$ cat config.mk
export PLATFORM = sky130hd
export DESIGN_NAME = jtopl_chcfg
export DESIGN_NICKNAME = d
export VERILOG_FILES = /design/src/rtl/jtopl_pkg.sv /design/src/rtl/jtopl_ch_ring.sv /design/src/rtl/jtopl_chcfg.sv
export SDC_FILE = /design/constraint.sdc
export NUM_CORES = 1
export LEC_CHECK = 0
export CORE_ASPECT_RATIO = 1.2
export CORE_MARGIN = 10
export CORE_UTILIZATION = 40
export CTS_CLUSTER_DIAMETER = 150
export CTS_CLUSTER_SIZE = 20
export DETAILED_ROUTE_END_ITERATION = 10
export PLACE_DENSITY_LB_ADDON = 0.25
export SLEW_MARGIN = 5
export SYNTH_ARGS = -nofsm -noshare
export SYNTH_HDL_FRONTEND = slang
export SYNTH_HIERARCHICAL = 1
export SYNTH_SLANG_ARGS = --single-unit
$ cat constraint.sdc
create_clock -name clk -period 4.1 [get_ports clk]
set_input_delay 0.615 -clock clk [delete_from_list [all_inputs] [get_ports clk]]
set_output_delay 0.615 -clock clk [all_outputs]
set_load 0.03 [all_outputs]
$ cat src/rtl/jtopl_pkg.sv
// Shared definitions for the jtopl channel-configuration slice: channel record
// layout, rhythm instrument indices and the rhythm subslot sequence.
package jtopl_pkg;

    localparam int FNUM_W = 10;
    localparam int BLK_W  = 3;
    localparam int FB_W   = 3;
    localparam int CHCSRW = 18;

    localparam int RHY_BD  = 4;
    localparam int RHY_SD  = 3;
    localparam int RHY_TOM = 2;
    localparam int RHY_TC  = 1;
    localparam int RHY_HH  = 0;

    typedef struct packed {
        logic              keyon;
        logic [BLK_W-1:0]  block;
        logic [FNUM_W-1:0] fnum;
        logic [FB_W-1:0]   fb;
        logic              con;
    } ch_rec_t;

    // Rhythm instrument that owns each subslot of group 2
    function automatic logic [2:0] rhy_sel(input logic [2:0] sub);
        case (sub)
            3'd0:    rhy_sel = 3'(RHY_BD);
            3'd1:    rhy_sel = 3'(RHY_HH);
            3'd2:    rhy_sel = 3'(RHY_TOM);
            3'd3:    rhy_sel = 3'(RHY_BD);
            3'd4:    rhy_sel = 3'(RHY_SD);
            default: rhy_sel = 3'(RHY_TC);
        endcase
    endfunction

endpackage

$ cat src/rtl/jtopl_ch_ring.sv
// Three-stage rotating ring holding the records of the three channels of one
// group; q is the record of the channel owning the current slot.
module jtopl_ch_ring #(
    parameter int W = 18
) (
    input  logic         clk,
    input  logic         rst,
    input  logic         cen,
    input  logic [W-1:0] d,
    output logic [W-1:0] q
);

    logic [W-1:0] r0, r1, r2;

    always_ff @(posedge clk, posedge rst) begin
        if (rst) begin
            r0 <= '0;
            r1 <= '0;
            r2 <= '0;
        end else if (cen) begin
            r0 <= r1;
            r1 <= r2;
            r2 <= d;
        end
    end

    assign q = r0;

endmodule

$ cat src/rtl/jtopl_chcfg.sv
// Channel-configuration sequencer: slot counter, per-group record rings, host
// write handshake and rhythm overrides. Define JTOPL_4OP_EN for OPL3 4-op pairing.
module jtopl_chcfg
    import jtopl_pkg::*;
#(
    parameter int CH = 9,
    parameter int GW = ($clog2(CH/3) > 2) ? $clog2(CH/3) : 2
) (
    input  logic          clk,
    input  logic          rst,
    input  logic          cen,
    input  logic [7:0]    din,
    input  logic [4:0]    sel_ch,
    input  logic          up_fnumlo,
    input  logic          up_fnumhi,
    input  logic          up_fbcon,
    output logic          busy,
    input  logic          rhy_en,
    input  logic [4:0]    rhy_kon,
    input  logic [5:0]    con4,
    output logic          zero,
    output logic [GW-1:0] group,
    output logic [2:0]    sub,
    output logic          op,
    output logic [9:0]    fnum_I,
    output logic [2:0]    block_I,
    output logic [2:0]    fb_I,
    output logic          con_I,
    output logic          keyon_I,
    output logic          pair_I,
    output logic          sec_I
);

    localparam int G = CH / 3;

    logic [GW-1:0] grp;
    logic [2:0]    sb;
    logic [1:0]    sub_m3;
    logic [4:0]    cur_ch;

    always_ff @(posedge clk, posedge rst) begin
        if (rst) begin
            grp <= '0;
            sb  <= '0;
        end else if (cen) begin
            if (sb == 3'd5) begin
                sb  <= '0;
                grp <= (grp == GW'(G-1)) ? '0 : grp + GW'(1);
            end else begin
                sb <= sb + 3'd1;
            end
        end
    end

    assign sub_m3 = (sb >= 3'd3) ? 2'(sb - 3'd3) : sb[1:0];
    assign cur_ch = 5'(grp) * 5'd3 + 5'(sub_m3);
    assign group  = grp;
    assign sub    = sb;
    assign zero   = (grp == '0) && (sb == 3'd0);
    assign op     = (sb >= 3'd3);

    // Write handshake: any up_* strobe loads the request and raises busy; busy
    // drops on the cen edge that applies it, unless a strobe on that edge reloads it.
    logic [7:0] req_din;
    logic [4:0] req_ch;
    logic [2:0] req_mask;
    logic [2:0] strobes;
    logic       apply;

    assign strobes = {up_fbcon, up_fnumhi, up_fnumlo};
    assign apply   = cen && busy && (cur_ch == req_ch) && (sb < 3'd3);

    always_ff @(posedge clk, posedge rst) begin
        if (rst) begin
            busy     <= 1'b0;
            req_din  <= '0;
            req_ch   <= '0;
            req_mask <= '0;
        end else begin
            if (apply)
                busy <= 1'b0;
            if (|strobes) begin
                busy     <= 1'b1;
                req_din  <= din;
                req_ch   <= sel_ch;
                req_mask <= strobes;
            end
        end
    end

    ch_rec_t ring_q [G];
    ch_rec_t ring_d [G];
    ch_rec_t head;
    ch_rec_t wr_rec;

    always_comb begin
        head = '0;
        for (int i = 0; i < G; i++)
            if (grp == GW'(i))
                head = ring_q[i];
    end

    always_comb begin
        wr_rec = head;
        if (apply) begin
            if (req_mask[0])
                wr_rec.fnum[7:0] = req_din;
            if (req_mask[1])
                {wr_rec.keyon, wr_rec.block, wr_rec.fnum[9:8]} = req_din[5:0];
            if (req_mask[2])
                {wr_rec.fb, wr_rec.con} = req_din[3:0];
        end
    end

    genvar gi;
    generate
        for (gi = 0; gi < G; gi++) begin : g_ring
            assign ring_d[gi] = (grp == GW'(gi)) ? wr_rec : ring_q[gi];
            jtopl_ch_ring #(.W(CHCSRW)) u_ring (
                .clk (clk),
                .rst (rst),
                .cen (cen),
                .d   (ring_d[gi]),
                .q   (ring_q[gi])
            );
        end
    endgenerate

    // Rhythm key-ons are frozen at the last slot before group 2 starts
    logic [4:0] rhy_lat;

    always_ff @(posedge clk, posedge rst) begin
        if (rst)
            rhy_lat <= '0;
        else if (cen && (grp == GW'(1)) && (sb == 3'd5))
            rhy_lat <= rhy_kon;
    end

`ifdef JTOPL_4OP_EN
    logic [5:0] c4_lat;
    logic [5:0] c4_eff;
    logic [5:0] pkon;
    logic       bank;
    logic [2:0] pidx;
    logic       is_pri;
    logic       is_sec;

    assign bank   = (grp >= GW'(3));
    assign pidx   = bank ? 3'(sub_m3) + 3'd3 : 3'(sub_m3);
    assign is_pri = (grp == GW'(0)) || (grp == GW'(3));
    assign is_sec = (grp == GW'(1)) || (grp == GW'(4));
    assign c4_eff = zero ? con4 : c4_lat;

    // Primary key-on is captured at its modulator slot for the secondary later in the frame
    always_ff @(posedge clk, posedge rst) begin
        if (rst) begin
            c4_lat <= '0;
            pkon   <= '0;
        end else if (cen) begin
            if (zero)
                c4_lat <= con4;
            if (is_pri && (sb < 3'd3))
                pkon[pidx] <= head.keyon;
        end
    end
`else
    logic unused_con4;
    assign unused_con4 = ^con4;
`endif

    always_comb begin
        fnum_I  = head.fnum;
        block_I = head.block;
        fb_I    = head.fb;
        con_I   = head.con;
        keyon_I = head.keyon;
        pair_I  = 1'b0;
        sec_I   = 1'b0;
`ifdef JTOPL_4OP_EN
        pair_I = (is_pri || is_sec) && c4_eff[pidx];
        sec_I  = is_sec && c4_eff[pidx];
        if (sec_I)
            keyon_I = pkon[pidx];
`endif
        if (rhy_en && (grp == GW'(2))) begin
            keyon_I = rhy_lat[rhy_sel(sb)];
            if (sb >= 3'd2)
                con_I = 1'b1;
        end
    end

endmodule

==> report_table.html <==
<table>
<tr><th>Metric</th><th>Value</th></tr>
<tr><th colspan="2">Place</th></tr>
<tr><td>Count of buffers inserted at the top-level ports</td><td>50</td></tr>
<tr><td>Worst slack, placed</td><td>0.0386 ns</td></tr>
<tr><td>HPWL after DPL</td><td>14400 um</td></tr>
<tr><td>Placement Cell Area</td><td>10300 um2</td></tr>
<tr><td>Placer congestion estimate</td><td>approximately 0.77</td></tr>
<tr><th colspan="2">Run status</th></tr>
<tr><td>Result of the run</td><td>complete, no violations</td></tr>
<tr><th colspan="2">Synth</th></tr>
<tr><td>Synthesized area divided by synthesized cell count</td><td>13.6 um2</td></tr>
<tr><td>Commonest register cell after synthesis</td><td>sky130_fd_sc_hd__dfrtp_1</td></tr>
<tr><td>Post-synth design cell area</td><td>9600 um2</td></tr>
<tr><td>Unique masters post-synth</td><td>39</td></tr>
<tr><td>Synthesis warning total</td><td>6</td></tr>
<tr><td>Synth Instances</td><td>704</td></tr>
<tr><td>Ys async rst share</td><td>100%</td></tr>
<tr><td>Sequential share of the synthesized area</td><td>approximately half</td></tr>
<tr><td>Seq cells post-synth</td><td>189</td></tr>
<tr><td>Post-synth EDFFs</td><td>0</td></tr>
<tr><th colspan="2">Floorplan</th></tr>
<tr><td>Height of the die</td><td>~190 um</td></tr>
<tr><td>Number of rows in the core area</td><td>62</td></tr>
<tr><td>Area enclosed by the die boundary</td><td>30600 um2</td></tr>
<tr><td>Die width</td><td>161 um</td></tr>
<tr><td>Core area</td><td>roughly 24000 um2</td></tr>
<tr><td>I/O pin cnt</td><td>59</td></tr>
<tr><td>Starting Density</td><td>40.3%</td></tr>
<tr><th colspan="2">Timing</th></tr>
<tr><td>Clock Skew</td><td>0.0132 ns</td></tr>
<tr><td>PnR worst setup slack</td><td>0.122 ns</td></tr>
<tr><td>Worst hold margin</td><td>0.482 ns</td></tr>
<tr><td>RSZ-0062 raised after global routing</td><td>no</td></tr>
<tr><td>Final-report max-slew violation count</td><td>0</td></tr>
<tr><td>Final hold vios</td><td>0</td></tr>
<tr><td>Slew HR</td><td>between 20% and 30%</td></tr>
<tr><td>Peak clock frequency supported by timing</td><td>0.251 GHz</td></tr>
<tr><td>Final setup viols</td><td>0</td></tr>
<tr><td>Post-route fraction of the period consumed by the critical path</td><td>a little over nine tenths</td></tr>
<tr><td>Time the final worst path needs with I/O delays and setup</td><td>3.98 ns</td></tr>
<tr><td>Sum of negative setup slack</td><td>0 ns</td></tr>
<tr><td>Slew at the pin closest to its max-slew limit</td><td>around 1.1 ns</td></tr>
<tr><th colspan="2">Drt</th></tr>
<tr><td>Total via count after detailed routing</td><td>approximately 5700</td></tr>
<tr><td>Post-detailed-route DRC marker count</td><td>0</td></tr>
<tr><td>Average detailed-routed wire length per instance</td><td>approximately 19 um</td></tr>
<tr><td>Starting DRT DRC Count</td><td>350</td></tr>
<tr><td>Post-detailed-route via-to-cell ratio</td><td>5.21</td></tr>
<tr><td>Detailed Route WL</td><td>21100 um</td></tr>
<tr><td>Remaining antenna violation count after routing</td><td>0</td></tr>
<tr><td>Number of optimization iterations in the first detailed-route pass</td><td>5</td></tr>
<tr><th colspan="2">Power</th></tr>
<tr><td>Switching share of power</td><td>37.6%</td></tr>
<tr><td>Power per Cell Area</td><td>792 nW/um2</td></tr>
<tr><td>Combinational group share of total power</td><td>a little under half</td></tr>
<tr><td>Leak Pwr</td><td>around 5 nW</td></tr>
<tr><td>Clock network fraction of design power</td><td>18.7%</td></tr>
<tr><td>Internal Power</td><td>0.00542 W</td></tr>
<tr><td>Power dissipated by switching net loads</td><td>approximately 0.0033 W</td></tr>
<tr><td>IR drop worst, VDD</td><td>0.277 mV</td></tr>
<tr><td>Seq pwr share</td><td>33.8%</td></tr>
<tr><th colspan="2">Clock network</th></tr>
<tr><td>Master cell of the clock root buffer</td><td>sky130_fd_sc_hd__clkbuf_16</td></tr>
<tr><td>Clock latency of the later-clocked register in the worst-skew pair</td><td>0.43 ns</td></tr>
<tr><td>Num CTS Buffers</td><td>17</td></tr>
<tr><td>Clk slew on worst S/H paths</td><td>0.08 ns</td></tr>
<tr><td>Buffers inserted during post-CTS setup optimization</td><td>0</td></tr>
<tr><td>Number of H-tree levels</td><td>4</td></tr>
<tr><td>TritonCTS clock tree</td><td>done</td></tr>
<tr><td>Number of clock sinks seen by CTS</td><td>189</td></tr>
<tr><td>Buffers from clock root to sink, at most</td><td>2</td></tr>
<tr><th colspan="2">Global route</th></tr>
<tr><td>Number of global-route vias before repair</td><td>~6100</td></tr>
<tr><td>Maximum number of pins on one net before global-route repair</td><td>58</td></tr>
<tr><td>Global-route wire length before repair</td><td>34200 um</td></tr>
<tr><td>Global router's overall resource usage</td><td>13.9%</td></tr>
<tr><td>Overflow after GRT</td><td>0</td></tr>
<tr><td>Antenna violations before repair</td><td>0</td></tr>
<tr><th colspan="2">Worst setup path</th></tr>
<tr><td>Type of origin of the critical path</td><td>flip-flop</td></tr>
<tr><td>Number of buffer and inverter stages on the critical path</td><td>4</td></tr>
<tr><td>Max stage delay cell, worst path</td><td>sky130_fd_sc_hd__or4_4</td></tr>
<tr><td>Classification of the worst setup path</td><td>flip-flop to flip-flop</td></tr>
<tr><td>Family with the most delay on the worst path</td><td>adder cells</td></tr>
<tr><td>Largest incremental delay on the critical path</td><td>0.48 ns</td></tr>
<tr><td>Crit path arrival time</td><td>4.29 ns</td></tr>
<tr><td>Highest fanout seen on the critical path</td><td>8</td></tr>
<tr><td>Crit end category</td><td>flip-flop</td></tr>
<tr><td>Worst path cell trace</td><td>buf_6 &gt; inv_2 &gt; ha_1 &gt; a21oi_2 &gt; a21oi_2 &gt; fa_1 &gt; ha_1 &gt; inv_1 &gt; fa_1 &gt; xnor2_2 &gt; or4_4 &gt; nor4_4 &gt; buf_12 &gt; mux2_2 &gt; mux2_4</td></tr>
<tr><td>Worst EP required</td><td>4.41 ns</td></tr>
<tr><th colspan="2">Layout</th></tr>
<tr><td>Antenna Diode Count</td><td>0</td></tr>
<tr><td>Synthesis-to-layout area growth</td><td>14.2%</td></tr>
<tr><td>Leading cell type in the layout, fill and taps excluded</td><td>sky130_fd_sc_hd__dfrtp_1</td></tr>
<tr><td>Leading cell types in the layout, fill and taps excluded</td><td>186 x sky130_fd_sc_hd__dfrtp_1, 150 x sky130_fd_sc_hd__mux2_4, 49 x sky130_fd_sc_hd__mux2_2, 49 x sky130_fd_sc_hd__clkdlybuf4s50_1, 40 x sky130_fd_sc_hd__a21oi_1</td></tr>
<tr><td>Share of layout cells above drive strength 1</td><td>36.2%</td></tr>
<tr><td>Area of all placed cells without fillers</td><td>around 11000 um2</td></tr>
<tr><td>Final net count</td><td>798</td></tr>
<tr><td>Post-route core utilization</td><td>46.0%</td></tr>
<tr><th colspan="2">Job</th></tr>
<tr><td>Count of maximum capacitance violations</td><td>0</td></tr>
<tr><th colspan="2">Min path</th></tr>
<tr><td>Class of the tightest hold or removal check</td><td>flip-flop to flip-flop</td></tr>
</table>
-- metrics by stage --
step                power [W]  instances
floorplan             0.00570        705
global placement      0.00688       1055
detailed placement    0.00703       1055
CTS                   0.00870       1086
global route          0.00919       1086
finish                0.00869       1086
-- what timing repair did --
action	in CTS	in global routing
resized for setup	0	13
hold buffers	0	0
setup endpoints to repair	0	46
-- layout make-up --
class | count | area [um2]
clock buffer | 17 | 425
clock inverter | 14 | 143
fill | 2083 | 12900
inverter | 11 | 42.5
multi-input combinational | 459 | 4450
sequential | 189 | 4730
tap | 320 | 400
timing repair buffer | 76 | 766
-- cells by family (layout without fill, tap and decap cells) --
| logic type | after synthesis | after routing | synth area share, % |
|---|---|---|---|
| XOR/XNOR | 5 | 5 | 0.456 |
| adder cells (fa/ha/maj) | 13 | 13 | 1.85 |
| buffers and inverters | 57 | 118 | 5.09 |
| AO/OA/AOI/OAI | 105 | 105 | 6.11 |
| other | 1 | 2 | 0.0391 |
| multiplexers | 202 | 202 | 29.5 |
| flip-flops | 189 | 189 | 49.3 |
| AND/OR/NAND/NOR | 132 | 132 | 7.69 |
-- flip-flops by register name (all words and copies together), names as in the netlist --
name              flops
req_ch                5
req_mask              3
busy                  1
group                 2
req_din               8
sub                   3
rhy_lat               5
g_ring.u_ring/q      54
g_ring.u_ring/r2     54
g_ring.u_ring/r1     54
-- per-layer routing --
layer / up-vias / global-route usage [%] / share of wire, %
met5: - / 0 / 0
met4: 0 / 3.92 / 1.1
met3: 16 / 3.18 / 4.1
met2: 111 / 23.3 / 50
met1: 2918 / 17.8 / 45
li1: 2609 / - / -
-- power groups by stage --
| stage | Sequential, W | Clock (W) | Combinational [W] |
|---|---|---|---|
| 3_3_place_gp | 0.00290 | 0 | 0.00398 |
| 4_1_cts | 0.00293 | 0.00167 | 0.00410 |
| 6_report | 0.00293 | 0.00163 | 0.00413 |
| 3_5_place_dp | 0.00294 | 0 | 0.00408 |
| 5_1_grt | 0.00301 | 0.00175 | 0.00443 |
| 2_1_floorplan | 0.00285 | 0 | 0.00285 |
-- Yosys cell counts (2+ instances only) --
cell type / instances / share of area [%]
sky130_fd_sc_hd__clkbuf_1: 24 / 0.94
sky130_fd_sc_hd__mux2_4: 150 / 23
sky130_fd_sc_hd__fa_1: 2 / 0.42
sky130_fd_sc_hd__nor2_1: 40 / 1.6
sky130_fd_sc_hd__buf_12: 15 / 3.1
sky130_fd_sc_hd__ha_1: 11 / 1.4
sky130_fd_sc_hd__a21o_1: 3 / 0.23
sky130_fd_sc_hd__nand3b_1: 19 / 1.5
sky130_fd_sc_hd__nor3_1: 3 / 0.16
sky130_fd_sc_hd__a21oi_1: 42 / 2.2
sky130_fd_sc_hd__nor2b_1: 20 / 1.3
sky130_fd_sc_hd__nand4_1: 3 / 0.20
sky130_fd_sc_hd__xor2_1: 3 / 0.27
sky130_fd_sc_hd__nand3_1: 22 / 1.1
sky130_fd_sc_hd__o21ai_0: 21 / 1.1
sky130_fd_sc_hd__a31oi_1: 36 / 2.3
sky130_fd_sc_hd__and2_1: 2 / 0.13
sky130_fd_sc_hd__nor4_4: 2 / 0.44
sky130_fd_sc_hd__buf_6: 3 / 0.35
sky130_fd_sc_hd__buf_4: 2 / 0.16
sky130_fd_sc_hd__and4_1: 2 / 0.18
sky130_fd_sc_hd__xnor2_1: 2 / 0.18
sky130_fd_sc_hd__mux2_2: 49 / 5.7
sky130_fd_sc_hd__dfrtp_1: 189 / 49
sky130_fd_sc_hd__nand2_1: 13 / 0.51
sky130_fd_sc_hd__mux2i_1: 3 / 0.31
sky130_fd_sc_hd__inv_1: 11 / 0.43
-- path summary, 6_finish.rpt --
path | to | startpoint | slack (ns) | cells after the start
worst max-delay path | g_ring[2].u_ring/r2[9] | sub[1] | 0.12 | 15
worst min-delay path | req_mask[0] | req_mask[0] | 0.48 | 1
worst max register to register | g_ring[2].u_ring/r2[9] | sub[1] | 0.12 | 15
worst min register to register | req_mask[0] | req_mask[0] | 0.48 | 1
max in group asynchronous | g_ring[0].u_ring/q[17] | rst | 2.44 | 3
min in group asynchronous | req_din[0] | rst | 0.75 | 2
-- worst register-to-register path: stages (launching register included) --
cell	delay [ns]
sky130_fd_sc_hd__dfrtp_2	0.43
sky130_fd_sc_hd__buf_6	0.14
sky130_fd_sc_hd__inv_2	0.08
sky130_fd_sc_hd__ha_1	0.24
sky130_fd_sc_hd__a21oi_2	0.12
sky130_fd_sc_hd__a21oi_2	0.05
sky130_fd_sc_hd__fa_1	0.44
sky130_fd_sc_hd__ha_1	0.21
sky130_fd_sc_hd__inv_1	0.06
sky130_fd_sc_hd__fa_1	0.45
sky130_fd_sc_hd__xnor2_2	0.17
sky130_fd_sc_hd__or4_4	0.48
sky130_fd_sc_hd__nor4_4	0.24
sky130_fd_sc_hd__buf_12	0.18
sky130_fd_sc_hd__mux2_2	0.34
sky130_fd_sc_hd__mux2_4	0.26
Power figures use the tool's default switching activity.
